==> config.mk <==
export PLATFORM = sky130hd
export DESIGN_NAME = temperature_to_adc
export DESIGN_NICKNAME = d
export VERILOG_FILES = /design/src/rtl/temp_cal_pkg.sv /design/src/rtl/seq_divider.sv /design/src/rtl/temperature_to_adc.sv
export SDC_FILE = /design/constraint.sdc
export NUM_CORES = 1
export LEC_CHECK = 0
export CORE_ASPECT_RATIO = 0.9
export CORE_MARGIN = 4
export CORE_UTILIZATION = 60
export DETAILED_ROUTE_END_ITERATION = 8
export PLACE_DENSITY = 0.85
export SLEW_MARGIN = 20
export SYNTH_ARGS = -nofsm -noshare
export SYNTH_HDL_FRONTEND = slang
export SYNTH_SLANG_ARGS = --single-unit
export TNS_END_PERCENT = 100
==> constraint.sdc <==
create_clock -name clk -period 4.7 [get_ports clk]
set_input_delay 1.175 -clock clk [delete_from_list [all_inputs] [get_ports clk]]
set_output_delay 1.175 -clock clk [all_outputs]
set_load 0.05 [all_outputs]
==> src/rtl/temp_cal_pkg.sv <==
// Constants and types shared by the forward temperature calculator and its
// inverse (temperature_to_adc).
package temp_cal_pkg;

    localparam int unsigned BASE_W = 32;
    localparam int unsigned REF_W  = 8;
    localparam int unsigned ADC_W  = 16;

    localparam logic [ADC_W-1:0] ADC_MAX = '1;

    typedef enum logic [1:0] {
        IDLE,
        CHECK,
        DIV,
        DONE
    } state_t;

endpackage

==> src/rtl/seq_divider.sv <==
// Generic unsigned restoring divider, one quotient bit per clock, MSB first.
// done marks the cycle whose closing edge completes the last step.
module seq_divider #(
    parameter int unsigned DVD_W = 32,
    parameter int unsigned DSR_W = 8
) (
    input  logic             clk,
    input  logic             rst,
    input  logic             start,
    input  logic [DVD_W-1:0] dividend,
    input  logic [DSR_W-1:0] divisor,
    output logic             done,
    output logic [DVD_W-1:0] quotient,
    output logic [DSR_W-1:0] remainder
);

    localparam int unsigned CNT_W = (DVD_W > 1) ? $clog2(DVD_W) : 1;
    localparam logic [CNT_W-1:0] LAST = CNT_W'(DVD_W - 1);

    // dvd_q shifts dividend bits out of the top while quotient bits enter at the bottom
    logic [DVD_W-1:0] dvd_q;
    logic [DSR_W-1:0] dsr_q;
    logic [DSR_W-1:0] rem_q;
    logic [CNT_W-1:0] count_q;
    logic             running_q;

    logic [DSR_W:0]   rem_sh;
    logic             fits;
    logic [DSR_W-1:0] rem_nx;
    logic [DVD_W-1:0] quo_nx;

    always_comb begin
        rem_sh = {rem_q, dvd_q[DVD_W-1]};
        fits   = (rem_sh >= {1'b0, dsr_q});
        rem_nx = fits ? DSR_W'(rem_sh - {1'b0, dsr_q}) : rem_sh[DSR_W-1:0];
        quo_nx = {dvd_q[DVD_W-2:0], fits};
    end

    assign done      = running_q && (count_q == LAST);
    assign quotient  = quo_nx;
    assign remainder = rem_nx;

    always_ff @(posedge clk) begin
        if (rst) begin
            dvd_q     <= '0;
            dsr_q     <= '0;
            rem_q     <= '0;
            count_q   <= '0;
            running_q <= 1'b0;
        end else if (start) begin
            dvd_q     <= dividend;
            dsr_q     <= divisor;
            rem_q     <= '0;
            count_q   <= '0;
            running_q <= 1'b1;
        end else if (running_q) begin
            dvd_q   <= quo_nx;
            rem_q   <= rem_nx;
            count_q <= count_q + 1'b1;
            if (count_q == LAST) begin
                running_q <= 1'b0;
            end
        end
    end

endmodule

==> src/rtl/temperature_to_adc.sv <==
// Inverse temperature conversion: adc_data = (tempc - tc_base) / tc_ref,
// with range checks, saturation and a start/busy/done handshake.
module temperature_to_adc #(
    parameter int unsigned BASE_W = temp_cal_pkg::BASE_W,
    parameter int unsigned REF_W  = temp_cal_pkg::REF_W,
    parameter int unsigned ADC_W  = temp_cal_pkg::ADC_W
) (
    input  logic              clk,
    input  logic              rst,
    input  logic              start,
    input  logic [BASE_W-1:0] tempc,
    input  logic [BASE_W-1:0] tc_base,
    input  logic [REF_W-1:0]  tc_ref,
    output logic              busy,
    output logic              done,
    output logic [ADC_W-1:0]  adc_data,
    output logic [REF_W-1:0]  remainder,
    output logic              err_under,
    output logic              err_div0,
    output logic              sat
);

    import temp_cal_pkg::state_t;
    import temp_cal_pkg::IDLE;
    import temp_cal_pkg::CHECK;
    import temp_cal_pkg::DIV;
    import temp_cal_pkg::DONE;

    state_t state_q, state_d;

    logic [BASE_W-1:0] tempc_q;
    logic [BASE_W-1:0] base_q;
    logic [REF_W-1:0]  ref_q;

    logic [BASE_W:0]   diff_ext;
    logic [BASE_W-1:0] diff;
    logic              borrow;
    logic              ref_zero;
    logic              div_start;
    logic              div_done;
    logic [BASE_W-1:0] div_quo;
    logic [REF_W-1:0]  div_rem;
    logic              quo_ovf;

    // The borrow out of the widened subtraction is the underflow condition
    assign diff_ext  = {1'b0, tempc_q} - {1'b0, base_q};
    assign borrow    = diff_ext[BASE_W];
    assign diff      = diff_ext[BASE_W-1:0];
    assign ref_zero  = (ref_q == '0);
    assign div_start = (state_q == CHECK) && !ref_zero && !borrow;
    assign quo_ovf   = |div_quo[BASE_W-1:ADC_W];

    seq_divider #(
        .DVD_W(BASE_W),
        .DSR_W(REF_W)
    ) u_div (
        .clk      (clk),
        .rst      (rst),
        .start    (div_start),
        .dividend (diff),
        .divisor  (ref_q),
        .done     (div_done),
        .quotient (div_quo),
        .remainder(div_rem)
    );

    always_ff @(posedge clk) begin
        if (rst) begin
            state_q <= IDLE;
        end else begin
            state_q <= state_d;
        end
    end

    always_comb begin
        state_d = state_q;
        case (state_q)
            IDLE:    if (start) state_d = CHECK;
            CHECK:   state_d = (ref_zero || borrow) ? DONE : DIV;
            DIV:     if (div_done) state_d = DONE;
            DONE:    state_d = IDLE;
            default: state_d = IDLE;
        endcase
    end

    always_ff @(posedge clk) begin
        if (rst) begin
            tempc_q   <= '0;
            base_q    <= '0;
            ref_q     <= '0;
            adc_data  <= '0;
            remainder <= '0;
            err_under <= 1'b0;
            err_div0  <= 1'b0;
            sat       <= 1'b0;
        end else begin
            case (state_q)
                IDLE: begin
                    if (start) begin
                        tempc_q   <= tempc;
                        base_q    <= tc_base;
                        ref_q     <= tc_ref;
                        adc_data  <= '0;
                        remainder <= '0;
                        err_under <= 1'b0;
                        err_div0  <= 1'b0;
                        sat       <= 1'b0;
                    end
                end
                CHECK: begin
                    // adc_data/remainder were already zeroed at acceptance
                    if (ref_zero) begin
                        err_div0 <= 1'b1;
                    end else if (borrow) begin
                        err_under <= 1'b1;
                    end
                end
                DIV: begin
                    if (div_done) begin
                        adc_data  <= quo_ovf ? '1 : div_quo[ADC_W-1:0];
                        remainder <= div_rem;
                        sat       <= quo_ovf;
                    end
                end
                default: ;
            endcase
        end
    end

    assign busy = (state_q != IDLE);
    assign done = (state_q == DONE);

endmodule

==> reports/metrics.yaml <==
synth-seq-area-share: 0.3780
ys_warn_count: 0
criticalPathCategory: "reg2out"
clockBufferDepth: 2
seq_power_share: 0.289
crit_required_ns: 3.52
finalSetupViolations: 0
numPortBuffers: 103
layout_commonest_cell: "nand2_1"
first_pass_iters: 6
maxClockFrequency_mhz: 300.5
dieArea_um2: 15620
coreArea_um2: 13360
track_usage: 0.2486
drt_iter0_drc: 525
drive_gt1_frac: 0.06545
wirelength_mm: 19.68
syn-num-nets: 1133
syn-mean-instance-area_um2: 8.128
die_height_um: 119.0
finalCriticalPeriod_ns: 3.327
ys_types: 70
yosysTopAreaCellShare: 0.3780
switching_share: 0.4148
clkLatencyLatePin_ns: 0.42
p_leak_nw: 3.805
diodes: 0
timing.rr.end: "u_div.dvd_q[31]$_SDFFE_PP0P_"
grt_pass1_vias: 6965
final_cell_mix: "190 x nand2_1, 154 x dfxtp_1, 132 x a21oi_1"
hold_violations: 0
syn_area_um2: 8209
crit_fanout: 6
fin_crit_sh: 0.7079
worstRegToRegCells: 12
postCtsHoldBufs: 0
viasPerCell: 5.755
post_cts_buffers: 0
fin_util: 0.7421
rows: 40
async_reset_ff_frac: 0
critPathLaunchType: "flop"
switching_power_mw: 2.477
tns_ns: 0
synthCells: 1010
finalNetCount: 1210
min_path_type: "reg2reg"
ir_worst_vdd_uv: 358.8
end_kind: "primary output"
status: "finished, final reports clean"
cap_viol_max_count: 0
dp_hpwl_mm: 14.05
seq_area_um2: 3104
tightest_slew_ns: 1.040
crit_path_end: "busy"
die_w_um: 131.3
intPower_mw: 3.495
antenna_found_initial: 0
grt_setup_unrepaired: "no"
synth_area_leaders: "dfxtp_1 38%, nand2_1 8.7%, a21oi_1 8.0%"
synthFlopType: "dfxtp_1"
synth-seq-cells: 155
numCtsBuffers: 17
vias: 7297
skew_ns: 0.007411
power_frac_comb: 0.477
area_growth_pct: 20.80
grt_max_degree: 59
maxSlewViolCount: 0
routed.top_layer: "met4"
startpoint: "state_q[0]$_SDFFE_PP0P_"
place.gp.congestion: 0.9434
fillers: 1037
critical_path.reg2reg.startpoint: "tempc_q[0]$_SDFFE_PP0P_"
multi_input_area_um2: 4698
min_from: "base_q[29]$_SDFFE_PP0P_"
yosysTopAreaCell: "dfxtp_1"
drc: 0
slew_headroom: 0.3042
met3_length_um: 905
clockPowerShare: 0.234
ant_nets: 0
pin_count: 104
htree_levels: 4
grt-ovfl-total: 0
synth-edff-count: 0
drt-wirelength-per-cell_um: 15.52
ctsRootBufferMaster: "clkbuf_16"
met1_length_mm: 8.921
wl_met2_mm: 9.515
r2r_setup_slack_ns: 1.45
grt_pass1_wl_mm: 32.64
crit_arrival_ns: 2.15
initial_core_util: 0.6143
cts_resized: 0
cts_tree: "yes"
clkTransAtPathRegs_ns: 0.06
power_density_nw_per_um2: 602.2
clock-sinks: 155
-- synthesized netlist by cell type (all sizes together) (6+ instances only) --
master    n
a211oi   30
a21o     17
a21oi   134
a22oi    21
a31oi     8
buf      15
clkbuf   39
dfxtp   155
ha       46
inv      52
mux2      7
mux2i    41
nand2   191
nand2b   13
nand3     8
nor2     71
nor2b    12
nor3     13
nor4      6
o21a     10
o21ai    26
xnor2    18
xor2     10
-- registers in the layout, summed over array words and instances (netlist names) --
name             count
base_q              32
tempc_q             32
u_div.dvd_q         32
adc_data            16
ref_q                8
remainder            8
u_div.dsr_q          8
u_div.rem_q          8
u_div.count_q        5
state_q              2
err_div0             1
err_under            1
sat                  1
u_div.running_q      1
-- area by class of cell --
cell class                      count  area share
Multi-Input combinational cell    749      0.4738
Sequential cell                   155      0.3130
Timing Repair Buffer              112      0.1105
Clock buffer                       21     0.04845
Tap cell                          168     0.02120
Inverter                           52     0.01968
Clock inverter                     11     0.01337
-- through the flow --
stage | hold WS [ns] | total power [mW] | cells | cell area, um2 | setup slack [ns]
global placement | 0.4430 | 4.514 | 1236 | 9304 | 1.548
finish | 0.4536 | 5.972 | 1268 | 9917 | 1.373
detailed placement | 0.4480 | 4.547 | 1236 | 9304 | 1.437
floorplan | 0.4363 | 3.855 | 1010 | 8209 | 1.915
CTS | 0.4562 | 5.969 | 1268 | 9917 | 1.368
global route | 0.4749 | 6.341 | 1268 | 9917 | 1.188
-- power groups by stage --
stage / logic (mW) / clock network [mW] / registers [mW]
2_1_floorplan: 2.04 / 0 / 1.82
6_report: 2.85 / 1.40 / 1.72
3_5_place_dp: 2.80 / 0 / 1.75
4_1_cts: 2.84 / 1.41 / 1.72
5_1_grt: 3.12 / 1.47 / 1.75
3_3_place_gp: 2.78 / 0 / 1.74
-- cells by family (layout without fill, tap and decap cells) --
group	count (synthesis)	count (layout)	synth area share
buffers and inverters	106	196	0.05106
AOI/OAI and AO/OA	283	283	0.2225
muxes	48	48	0.05959
DFF	155	155	0.3780
adders and majority gates	48	48	0.07499
xor gates and xnor gates	28	28	0.02987
and+or+nand+nor	342	342	0.1840
-- layer usage --
metal,track usage,up-vias
li1,-,3680
met1,0.3166,3414
met2,0.4252,170
met3,0.05532,33
met4,0.07349,0
met5,0,-
-- worst min path at each step --
stage / end / slack (ns) / depth (start not counted)
6_report: base_q[29]$_SDFFE_PP0P_ / 0.45 / 2
5_1_grt: base_q[26]$_SDFFE_PP0P_ / 0.47 / 2
4_1_cts: base_q[29]$_SDFFE_PP0P_ / 0.46 / 2
3_5_place_dp: base_q[8]$_SDFFE_PP0P_ / 0.45 / 2
3_3_place_gp: remainder[5]$_SDFFE_PP0P_ / 0.44 / 2
2_1_floorplan: base_q[10]$_SDFFE_PP0P_ / 0.44 / 2
-- critical path: stages, from the launching register on --
cell,delay [ns]
dfxtp_1,0.42
inv_1,0.11
ha_1,0.28
inv_1,0.10
clkdlybuf4s50_1,0.82
No activity file was read; power rests on OpenSTA's default activity.
